[src/rtl/signed_mac_pkg.sv]
// Shared constants and helpers for the signed multiply / multiply-accumulate pipeline.
package signed_mac_pkg;

  localparam logic MODE_MUL = 1'b0;
  localparam logic MODE_MAC = 1'b1;

  function automatic int prod_width(input int a, input int b);
    return a + b;
  endfunction

  // x, y: sign bits of the two addends; s: sign bit of their wrapped sum
  function automatic logic sadd_ovf(input logic x, input logic y, input logic s);
    return (x == y) && (s != x);
  endfunction

endpackage

[src/rtl/signed_mac_stage.sv]
// One pipeline register: valid bit plus payload, advancing only when enabled.
module signed_mac_stage #(
  parameter int W = 8
) (
  input  logic         clock,
  input  logic         reset,
  input  logic         en,
  input  logic         in_valid,
  input  logic [W-1:0] in_data,
  output logic         out_valid,
  output logic [W-1:0] out_data
);

  always_ff @(posedge clock) begin
    if (reset) begin
      out_valid <= 1'b0;
      out_data  <= '0;
    end else if (en) begin
      out_valid <= in_valid;
      out_data  <= in_data;
    end
  end

endmodule

[src/rtl/signed_mac_pipe.sv]
// Pipelined signed multiplier with optional accumulate and sticky overflow.
// Valid/ready: a transfer happens on any edge where valid and ready are both high; the
// whole pipe stalls while out_valid & ~out_ready, and in_ready depends on nothing else.
module signed_mac_pipe
  import signed_mac_pkg::*;
#(
  parameter int A_WIDTH   = 15,
  parameter int B_WIDTH   = 9,
  parameter int STAGES    = 3,
  parameter int ACC_WIDTH = 32
) (
  input  logic                 clock,
  input  logic                 reset,
  input  logic                 in_valid,
  output logic                 in_ready,
  input  logic [A_WIDTH-1:0]   dataa,
  input  logic [B_WIDTH-1:0]   datab,
  input  logic                 in_mac,
  input  logic                 in_first,
  output logic                 out_valid,
  input  logic                 out_ready,
  output logic [ACC_WIDTH-1:0] result,
  output logic                 overflow
);

  localparam int PW = prod_width(A_WIDTH, B_WIDTH);
  localparam int SW = PW + 2;

  // Payload is {mac, first, a, b} in stage 1 and {mac, first, product} afterwards;
  // both forms are SW bits wide, so every stage shares one register width.
  function automatic logic [SW-1:0] to_prod(input logic [SW-1:0] x);
    logic signed [PW-1:0] pa;
    logic signed [PW-1:0] pb;
    pa = PW'($signed(x[PW-1:B_WIDTH]));
    pb = PW'($signed(x[B_WIDTH-1:0]));
    return {x[SW-1:SW-2], pa * pb};
  endfunction

  logic stall;
  logic adv;

  assign stall    = out_valid & ~out_ready;
  assign in_ready = ~stall;
  assign adv      = ~stall;

  logic          vld [STAGES];
  logic [SW-1:0] pay [STAGES];

  assign vld[0] = in_valid;
  assign pay[0] = {in_mac, in_first & in_mac, dataa, datab};

  for (genvar i = 1; i < STAGES; i++) begin : g_stage
    logic [SW-1:0] d;
    if (i == 2) begin : g_mul
      assign d = to_prod(pay[1]);
    end else begin : g_pass
      assign d = pay[i-1];
    end
    signed_mac_stage #(.W(SW)) u_stage (
      .clock     (clock),
      .reset     (reset),
      .en        (adv),
      .in_valid  (vld[i-1]),
      .in_data   (d),
      .out_valid (vld[i]),
      .out_data  (pay[i])
    );
  end

  // Shallow pipes have no product stage, so the final stage multiplies itself.
  logic [SW-1:0] fp;
  if (STAGES <= 2) begin : g_fsrc_mul
    assign fp = to_prod(pay[STAGES-1]);
  end else begin : g_fsrc_pass
    assign fp = pay[STAGES-1];
  end

  logic                        fv;
  logic                        f_mac;
  logic                        f_first;
  logic signed [ACC_WIDTH-1:0] pe;
  logic signed [ACC_WIDTH-1:0] base;
  logic signed [ACC_WIDTH-1:0] sum;
  logic        [ACC_WIDTH-1:0] acc;
  logic                        acc_ovf;
  logic                        new_ovf;

  assign fv = vld[STAGES-1];

  always_comb begin
    f_mac   = fp[SW-1];
    f_first = fp[SW-2];
    pe      = ACC_WIDTH'($signed(fp[PW-1:0]));
    base    = f_first ? '0 : acc;
    sum     = base + pe;
    new_ovf = (f_first ? 1'b0 : acc_ovf)
            | sadd_ovf(base[ACC_WIDTH-1], pe[ACC_WIDTH-1], sum[ACC_WIDTH-1]);
  end

  always_ff @(posedge clock) begin
    if (reset) begin
      out_valid <= 1'b0;
      result    <= '0;
      overflow  <= 1'b0;
      acc       <= '0;
      acc_ovf   <= 1'b0;
    end else if (adv) begin
      out_valid <= fv;
      if (fv) begin
        if (f_mac == MODE_MAC) begin
          result   <= sum;
          overflow <= new_ovf;
          acc      <= sum;
          acc_ovf  <= new_ovf;
        end else begin
          result   <= pe;
          overflow <= 1'b0;
        end
      end
    end
  end

endmodule
[config.mk]
export PLATFORM = sky130hd
export DESIGN_NAME = signed_mac_pipe
export DESIGN_NICKNAME = d
export VERILOG_FILES = /design/src/rtl/signed_mac_pkg.sv /design/src/rtl/signed_mac_stage.sv /design/src/rtl/signed_mac_pipe.sv
export SDC_FILE = /design/constraint.sdc
export NUM_CORES = 1
export LEC_CHECK = 0
export CAP_MARGIN = 20
export CORE_MARGIN = 2
export CORE_UTILIZATION = 50
export DETAILED_ROUTE_END_ITERATION = 12
export GPL_TIMING_DRIVEN = 0
export PLACE_DENSITY = 0.69
export SYNTH_ARGS = -nofsm -noshare
export SYNTH_HDL_FRONTEND = slang
export SYNTH_SLANG_ARGS = --single-unit
[constraint.sdc]
create_clock -name clock -period 8.92 [get_ports clock]
set_input_delay 0.892 -clock clock [delete_from_list [all_inputs] [get_ports clock]]
set_output_delay 0.892 -clock clock [all_outputs]
set_load 0.05 [all_outputs]
==> metrics.yaml, run 1 <==
maxSlewViolCount: 0
die_w_um: 150
timing.final.ws_setup_ps: 2740
fin_tns_setup_ps: 0
dr_wl_met2_um: 12700
synthMuxAreaShare: 0.0150
cpPeakStageDelay_ps: 510
ir_drop_mv: 0.136
drt_iter0_markers: 500
ys_warn_count: 0
ys_seq_area_frac: 0.227
routabilityCongestion: 0.923
worst-path-buf-inv: 5
wl_met1_um: 11800
syn_nets: 1500
p_leak_nw: 5.51
tightest_slew_ps: 894
start_util: 0.509
clk-insertion-delay-late_ps: 420
cp_slowest_cell: "fa_1"
cts_resized: 0
synth_xor_area_frac: 0.0452
fin_skew_ps: 10.2
cts_root_buffer: "clkbuf_16"
drive_above_1_share: 0.0365
drc: 0
arrival_ps: 6510
grt_pass1_vias: 8723
cp-start-kind: "register"
wl_per_cell_um: 15.8
outcome: "finished clean"
htree_levels: 4
dieArea_um2: 22500
grt_antenna_before_repair: 0
clkTransAtPathRegs_ps: 60
postCtsHoldBufs: 0
port_buffers: 63
cts.sinks: 121
grt_pass1_wl_um: 43000
synthSimpleGateAreaFrac: 0.191
crit_type: "register to register"
synth_compound_area_frac: 0.149
end_kind: "register"
overflow: 0
period_share: 0.693
crit_chain: "clkbuf_1 -> clkbuf_1 -> nand2_1 -> fa_1 -> inv_1 -> fa_1 -> ha_1 -> inv_1 -> fa_1 -> inv_1 -> ha_1 -> ha_1 -> fa_1 -> a21o_1 -> a21oi_1 -> o311ai_1 -> a21o_1 -> a21o_1 -> a21o_1 -> a21oi_1 -> o21ai_1 -> xnor2_1 -> a211oi_1"
antenna_cells: 0
dr_total_vias: 8808
cts_tree: "done"
hp-class: "register to register"
rows: 53
die_h_um: 150
synth_adder_area_share: 0.307
cts_buffer_depth: 2
timing.fmax_ghz: 0.162
layout_min_cycle_time_ps: 6180
hold_violations: 0
place.detailed.hpwl_um: 20500
finalPower_mw: 1.97
synth_top_family_by_area: "adder cells"
grt_max_degree: 17
synth_edf_count: 0
maxCapViolations: 0
dpl.cell_count: 1614
netlist_area_um2: 10700
cp.required_ps: 9250
final_antenna_net_count: 0
dr.max_layer_used: "met4"
wl_met3_um: 1070
ys_async_sr_fraction: 0
yosysTopAreaCell: "dfxtp_1"
avgSynthCellArea_um2: 8.36
cts_buffers: 17
post_cts_buffers: 0
drt-vias-per-instance: 5.35
dr.pass1.iters: 5
worst-path-max-fanout: 10
ioPinCount: 65
gr-usage-all-layers: 0.244
powerDensity_nw_per_um2: 161
yosys.cell_count.top_type: "nand2_1"
wl_um: 26000
synth_ff_type: "dfxtp_1"
ys_types: 61
rsz0062_at_grt: "false"
yosys-top-cells-area: "dfxtp_1 (23%), fa_1 (21%), ha_1 (9.5%)"
area_growth_pct: 14.6
final_cells: 1645
postSynthRegisterBits: 121
final.fill_count: 1986
path_delay_family: "adder cells"
yosys.area.top_type_share: 0.227
fin_nets: 1582
dp_slack_ps: 2770
syn_inst: 1276
relSlewSlack: 0.402
synth_top_cells_by_count: "nand2_1 (264), dfxtp_1 (121), a21oi_1 (118), fa_1 (113), inv_1 (108)"
core-area_um2: 21000
setup_viol: 0
path summary, 6_finish.rpt:
path / startpoint / to / slack [ps] / cells after the start
max reg2reg: g_stage[1].u_stage.out_data[2] / g_stage[2].u_stage.out_data[23] / 2740 / 23
max: g_stage[1].u_stage.out_data[2] / g_stage[2].u_stage.out_data[23] / 2740 / 23
min: acc[19] / acc[19] / 430 / 2
min reg2reg: acc[19] / acc[19] / 430 / 2
routing by layer:
metal,vias up,GRT usage
li1,4312,-
met1,4218,0.311
met2,235,0.426
met3,43,0.0375
met4,0,0.0774
met5,-,0
layout by cell type (no fill, tap or decap), drive strengths merged, types with 3 or more instances in the layout:
cell and count:
dfxtp 121, nor2b 35, buf 8, a21boi 4, clkdlybuf4s50 63, clkinv 7, o21a 7, and2 50
a21o 18, nor3b 3, a21oi 120, clkinvlp 3, nor3 8, a211oi 29, nand2 264, xor2 15
xnor2 40, and3 3, nand3 7, o21ai 33, o31ai 3, ha 81, a31oi 5, nor2 70
o21bai 4, o211ai 5, nand2b 10, inv 108, fa 113, nand4 4, clkbuf 86, mux2i 16
area by class of cell:
cell class	instances	area, um2	area share
sequential	121	2420	0.198
inverter	109	409	0.0335
clock inverter	11	124	0.0101
timing repair buffer	63	631	0.0516
multi-input combinational	972	7550	0.618
clock buffer	20	457	0.0374
buffer	74	282	0.0230
tap	275	344	0.0282
flip-flops by register name (all words and copies together) (netlist names):
| signal | flops |
|---|---|
| acc_ovf | 1 |
| g_stage.u_stage.out_data | 52 |
| g_stage.u_stage.out_valid | 2 |
| out_valid | 1 |
| overflow | 1 |
| acc | 32 |
| result | 32 |
worst min-delay path, stage by stage (launching register included):
cell and delay, ps:
dfxtp_1 300, nand2_1 50, nand2_1 40
cells by family after synthesis:
logic type	Yosys count
and+or+nand+nor	460
adders and majority gates	194
muxes	16
buffers and inverters	183
xor gates and xnor gates	55
DFF	121
AOI/OAI and AO/OA	247
power breakdown:
part,total [mW],internal (mW),switching (mW)
Sequential,0.631,0.586,0.0449
Clock,0.683,0.423,0.259
Combinational,0.658,0.269,0.388
Total,1.97,1.28,0.692
metrics by stage:
stage	util	hold slack, ps	instance area [um2]
2_1_floorplan	-	408	10700
3_3_place_gp	0.555	418	11600
3_5_place_dp	0.555	423	11600
4_1_cts	0.583	434	12200
5_1_grt	0.583	455	12200
6_report	0.583	432	12200
(Power assumes the default switching activity.)
==> run 2: changes to the inputs <==
Settings changed: PLACE_DENSITY 0.69 to 0.72.
Clock period 8.92 ns to 5.62 ns, I/O delays scaled along.
==> run 2 against run 1 <==
Against the previous run:
- sequential power is 62% higher
- register-to-register slack worse by 2500 ps
- first-iteration DRC count is 0.80% higher
- non-clock buffer count is 13 lower
- routed wire length is 1.3% higher
- clock power is 63% higher
- cell area is 0.43% higher
- sequential share of layout area hardly changed
- fmax is 15% higher
- global-route usage is 0.24 points higher
- core utilization is 0.25 points higher
- combinational power is 60% higher
- highest routed layer unchanged
==> metrics.yaml, run 2 (same netlist as run 1, synthesis figures left out) <==
outcome: "finished clean"
routabilityCongestion: 0.927  # +0.38%
cp-start-kind: "register"
rr_worst_depth: 21  # -8.7%
die_w_um: 150  # unchanged
clkTransAtPathRegs_ps: 50  # about the same
hold_violations: 0  # unchanged
cts.sinks: 121  # unchanged
dr_total_vias: 8804  # -0.045%
cts_root_buffer: "clkbuf_16"
wl_um: 26400  # +1.3%
htree_levels: 4  # unchanged
cp.required_ps: 5900  # -3350 ps
setup_viol: 0  # unchanged
crit_path_end: "g_stage[2].u_stage.out_data[23]"
worst-path-max-fanout: 10  # unchanged
cp-startpoint: "g_stage[1].u_stage.out_data[1]"
fin_nets: 1569  # -0.82%
dr.pass1.iters: 5  # unchanged
finalPower_mw: 3.18  # +61%
ir_drop_mv: 0.220  # +63%
end_kind: "register"
port_buffers: 63  # unchanged
period_share: 0.954  # +0.261
timing.rr.end: "g_stage[2].u_stage.out_data[23]"
area_growth_pct: 15.1
timing.fmax_ghz: 0.186  # +15%
drt_iter0_markers: 504  # +0.80%
rows: 53  # unchanged
dieArea_um2: 22500  # unchanged
antenna_cells: 0  # unchanged
ioPinCount: 65  # unchanged
layout_min_cycle_time_ps: 5360  # -817 ps
worst-path-buf-inv: 4  # -1
crit_chain: "buf_4 -> nand2_1 -> fa_1 -> inv_1 -> fa_1 -> inv_1 -> fa_1 -> inv_1 -> fa_1 -> ha_1 -> ha_1 -> a21o_1 -> a21oi_4 -> o311ai_2 -> a21o_1 -> a21o_1 -> a21o_1 -> a21oi_2 -> o21ai_1 -> xnor2_1 -> a211oi_1"
powerDensity_nw_per_um2: 259  # +61%
final_antenna_net_count: 0  # unchanged
p_leak_nw: 5.55  # +0.64%
grt_max_degree: 17  # unchanged
grt_antenna_before_repair: 0  # unchanged
layout_commonest_cell: "nand2_1"
rsz0062_at_grt: "false"
dpl.cell_count: 1614  # unchanged
arrival_ps: 5640  # -870 ps
largest_registers: "g_stage.u_stage.out_data x52, acc x32, result x32"
cts_tree: "done"
overflow: 0  # unchanged
start_util: 0.509  # unchanged
fin_skew_ps: 10.4  # +0.221 ps
relSlewSlack: 0.440  # +0.0380
maxCapViolations: 0  # unchanged
timing.final.ws_setup_ps: 258  # -2480 ps
rrSetupSlack_ps: 260  # -2480 ps
worst_r2r_startpoint: "g_stage[1].u_stage.out_data[1]"
drt-vias-per-instance: 5.39  # +0.69%
hold_ws_ps: 442  # +10.9 ps
grt_pass1_vias: 8750  # +0.31%
crit_type: "register to register"
fin_tns_setup_ps: 0  # unchanged
die_h_um: 150  # unchanged
drc: 0  # unchanged
final_cells: 1633  # -0.73%
cpPeakStageDelay_ps: 530  # +20 ps
hp-class: "register to register"
gr-usage-all-layers: 0.247  # +0.00244
dp_slack_ps: -503  # -3270 ps
largest_register: "g_stage.u_stage.out_data"
multi_input_area_um2: 7590  # +0.48%
clk-insertion-delay-late_ps: 430  # about the same
core-area_um2: 21000  # unchanged
largest_register_ffs: 52  # unchanged
final.fill_count: 1946  # -2.0%
tightest_slew_ps: 837  # -56.8 ps
place.detailed.hpwl_um: 20400  # -0.55%
grt_pass1_wl_um: 43600  # +1.5%
cts_buffer_depth: 2  # unchanged
wl_per_cell_um: 16.2  # +2.0%
worst-path-stages: 21  # -8.7%
path_delay_family: "adder cells"
cp_slowest_cell: "fa_1"
regArea_um2: 2440  # +0.67%
final_cell_mix: "nand2_1 (264), a21oi_1 (114), fa_1 (112), dfxtp_1 (112), inv_1 (108)"
maxSlewViolCount: 0  # unchanged
post_cts_buffers: 0  # unchanged
drive_above_1_share: 0.0567  # +0.0202
cts_buffers: 17  # unchanged
-- run 2: cell count changes in the layout (fill, tap and decap cells not counted), moves of 3 or more --
cell | before | now
clkbuf_1 | 67 | 45
a21oi_2 | 2 | 5
dfxtp_1 | 121 | 112
dfxtp_2 | 0 | 7
a21oi_1 | 118 | 114
-- run 2: where the power goes --
| group | leakage [nW] | internal, mW | switching [mW] |
|---|---|---|---|
| combinational | 4.27 | 0.434 | 0.618 |
| clock | 0.286 | 0.679 | 0.432 |
| sequential | 0.993 | 0.930 | 0.0883 |
-- run 2: worst min-delay path by stage --
stage	endpoint	depth (start not counted)	startpoint
3_5_place_dp	acc[18]	2	acc[18]
3_3_place_gp	acc[19]	2	acc[19]
6_report	acc[19]	2	acc[19]
2_1_floorplan	acc[19]	2	acc[19]
5_1_grt	acc[18]	2	acc[18]
4_1_cts	acc[18]	2	acc[18]
-- run 2: final cells by class --
type                       count  area share
buffer                        61      0.0214
clock buffer                  19      0.0369
clock inverter                13      0.0118
inverter                     109      0.0334
multi-input combinational    972       0.618
sequential                   121       0.199
tap                          275      0.0280
timing repair buffer          63      0.0514
-- run 2: worst reg2reg max path: cells and delay by family, from the launching register on --
family / cells / cell delay [ps]
buf+inv: 4 / 370
flops: 1 / 410
xor+xnor: 1 / 210
compound gates: 9 / 1510
fa+ha+maj: 6 / 2610
simple gates: 1 / 90
-- run 2: metal layers --
layer	up-vias	routed length (um)	global-route usage
met5	-	0	0
met4	0	567	0.0755
met3	47	1070	0.0415
met2	197	12800	0.428
li1	4283	-	-
met1	4277	12000	0.315
-- run 2: what timing repair did --
action                                  in CTS  in global routing
gates resized for setup                     11                 35
endpoints found under the setup margin       9                  6
pin swaps                                    0                  1
hold endpoints to repair                     0                  0
hold buffers                                 0                  0
cloned                                       0                  0
-- run 2: through the flow --
| step | util | area (um2) |
|---|---|---|
| finish | 0.586 | 12300 |
| CTS | 0.584 | 12200 |
| global placement | 0.555 | 11600 |
| floorplan | - | 10700 |
| global route | 0.586 | 12300 |
| detailed placement | 0.555 | 11600 |
==> run 3: changes to the inputs <==
Settings changed: SKIP_CTS_REPAIR_TIMING set to 1.
==> run 3 against run 2 <==
Against the previous run:
- global-route usage about the same
- combinational power about the same
- final cell count barely moved
- clock-buffer cell count unchanged
- core utilization barely moved
- clock skew decreased by 1.0 ps
- worst setup slack got worse by 32 ps
- routed wire length is 0.31% lower
- critical path depth unchanged
- sequential share of layout area about the same
- first-iteration DRC count rose by 2.4%
- via count decreased by 0.19%
- critical path type unchanged
- critical endpoint unchanged
==> metrics.yaml, run 3 (same netlist as run 1, synthesis figures left out) <==
hp-class: "register to register"
drive_above_1_share: 0.0574  # +0.000694
dieArea_um2: 22500  # unchanged
rr_worst_depth: 21  # unchanged
crit_type: "register to register"
grt_antenna_before_repair: 0  # unchanged
fin_nets: 1570  # +0.064%
crit_chain: "clkbuf_4 -> nand2_1 -> fa_1 -> inv_1 -> fa_1 -> inv_1 -> fa_1 -> inv_1 -> fa_1 -> ha_1 -> ha_1 -> a21o_1 -> a21oi_4 -> o311ai_2 -> a21o_1 -> a21o_1 -> a21o_1 -> a21oi_2 -> o21ai_1 -> xnor2_1 -> a211oi_1"
cts.sinks: 121  # unchanged
wl_per_cell_um: 16.1  # -0.38%
fin_skew_ps: 9.40  # -1.00 ps
final_cell_area_um2: 12300  # about the same
combPwrFrac: 0.330  # about the same
port_buffers: 63  # unchanged
grt_pass1_vias: 8759  # +0.10%
overflow: 0  # unchanged
cts_buffer_depth: 2  # unchanged
largest_registers: "g_stage.u_stage.out_data x52, acc x32, result x32"
powerDensity_nw_per_um2: 259  # -0.20%
cp.required_ps: 5900  # about the same
worst_r2r_startpoint: "g_stage[1].u_stage.out_data[1]"
largest_register: "g_stage.u_stage.out_data"
p_int_mw: 2.04  # about the same
core-area_um2: 21000  # unchanged
cp-startpoint: "g_stage[1].u_stage.out_data[1]"
whs_path_depth: 2  # unchanged
maxSlewViolCount: 0  # unchanged
layout_min_cycle_time_ps: 5390  # +32.3 ps
dr_total_vias: 8787  # -0.19%
cp_slowest_cell: "fa_1"
dpl.cell_count: 1614  # unchanged
clkTransAtPathRegs_ps: 60  # about the same
hold_violations: 0  # unchanged
min-delay-start: "acc[18]"
hold_end: "acc[18]"
routabilityCongestion: 0.927  # unchanged
final_cell_mix: "nand2_1 (264), a21oi_1 (114), fa_1 (112), dfxtp_1 (112), inv_1 (108)"
p_seq_frac: 0.320  # about the same
antenna_cells: 0  # unchanged
timing.rr.end: "g_stage[2].u_stage.out_data[23]"
setup_viol: 0  # unchanged
final_antenna_net_count: 0  # unchanged
rows: 53  # unchanged
place.detailed.hpwl_um: 20400  # unchanged
ir_drop_mv: 0.221  # +0.45%
largest_register_ffs: 52  # unchanged
htree_levels: 4  # unchanged
period_share: 0.960  # +0.00575
cts_tree: "done"
rrSetupSlack_ps: 230  # -30 ps
clk-insertion-delay-late_ps: 430  # about the same
placed_area_um2: 11600  # unchanged
dr.pass1.iters: 5  # unchanged
cpPeakStageDelay_ps: 530  # about the same
cts_buffers: 17  # unchanged
wl_um: 26300  # -0.31%
maxCapViolations: 0  # unchanged
p_leak_nw: 5.55  # about the same
cts_root_buffer: "clkbuf_16"
fin_util: 0.586  # about the same
drc: 0  # unchanged
ioPinCount: 65  # unchanged
drt-vias-per-instance: 5.38  # -0.25%
worst-path-max-fanout: 10  # unchanged
final_cells: 1634  # +0.061%
relSlewSlack: 0.445  # +0.00511
finalPower_mw: 3.18  # -0.12%
arrival_ps: 5670  # +30 ps
grt_max_degree: 17  # unchanged
area_growth_pct: 15.2  # about the same
tightest_slew_ps: 829  # -7.64 ps
die_w_um: 150  # unchanged
layout_commonest_cell: "nand2_1"
gr-usage-all-layers: 0.247  # about the same
end_kind: "register"
pwr-share-clk: 0.349  # about the same
drt_iter0_markers: 516  # +2.4%
start_util: 0.509  # unchanged
die_h_um: 150  # unchanged
switching_share: 0.357  # -0.000710
outcome: "finished clean"
grt_pass1_wl_um: 43600  # about the same
timing.fmax_ghz: 0.185  # -0.60%
netSwitchingPower_mw: 1.13  # -0.31%
cp-start-kind: "register"
[run 3: changes by cell type in the layout (fill, tap and decap cells not counted)]
cell        previous run  this run
clkinvlp_4             3         4
clkbuf_4               2         3
clkinv_2               3         2
[run 3: final cells by class]
cell class / count / area [um2]
fillers: 1946 / 8670
multi-input cells: 972 / 7590
flip-flops and latches: 121 / 2440
repair buffers: 64 / 638
clock buffers: 19 / 453
inverters: 109 / 413
well taps: 275 / 344
plain buffers: 61 / 263
clock inverters: 13 / 145
[run 3: routing by layer]
| layer | wire length [um] | global-route usage |
|---|---|---|
| met2 | 12800 | 0.428 |
| met4 | 544 | 0.0750 |
| met5 | 0 | 0 |
| met3 | 1140 | 0.0405 |
| met1 | 11800 | 0.315 |
[run 3: power by group through the flow]
stage          clock network (mW)  registers, mW  logic (mW)
6_report                     1.11           1.02        1.05
5_1_grt                      1.16           1.03        1.19
4_1_cts                      1.12           1.00        1.06
3_5_place_dp                    0           1.02        1.03
3_3_place_gp                    0           1.01        1.01
2_1_floorplan                   0           1.03       0.766
[run 3: worst max-delay path: cells and delay by family, from the launching register on]
| kind | cells | cell delay (ps) |
|---|---|---|
| buffers and inverters | 4 | 410 |
| DFF | 1 | 410 |
| adders and majority gates | 6 | 2620 |
| xor gates and xnor gates | 1 | 210 |
| and+or+nand+nor | 1 | 90 |
| AOI/OAI and AO/OA | 9 | 1500 |
[run 3: per-stage QoR]
stage | setup WS, ps | setup TNS, ps | hold slack (ps)
after CTS | -551 | -2170 | 445
after global routing | -12.3 | -12.3 | 457
after detailed placement | -503 | -2000 | 436
after global placement | -485 | -1600 | 420
after floorplan | 286 | 0 | 408
final | 226 | 0 | 442
[run 3: worst max path at each step]
stage / end / slack (ps) / cells after the start
2_1_floorplan: g_stage[2].u_stage.out_data[23] / 290 / 23
3_3_place_gp: g_stage[2].u_stage.out_data[23] / -480 / 23
3_5_place_dp: g_stage[2].u_stage.out_data[23] / -500 / 22
4_1_cts: g_stage[2].u_stage.out_data[23] / -550 / 23
5_1_grt: g_stage[2].u_stage.out_data[23] / -10 / 21
6_report: g_stage[2].u_stage.out_data[23] / 230 / 21
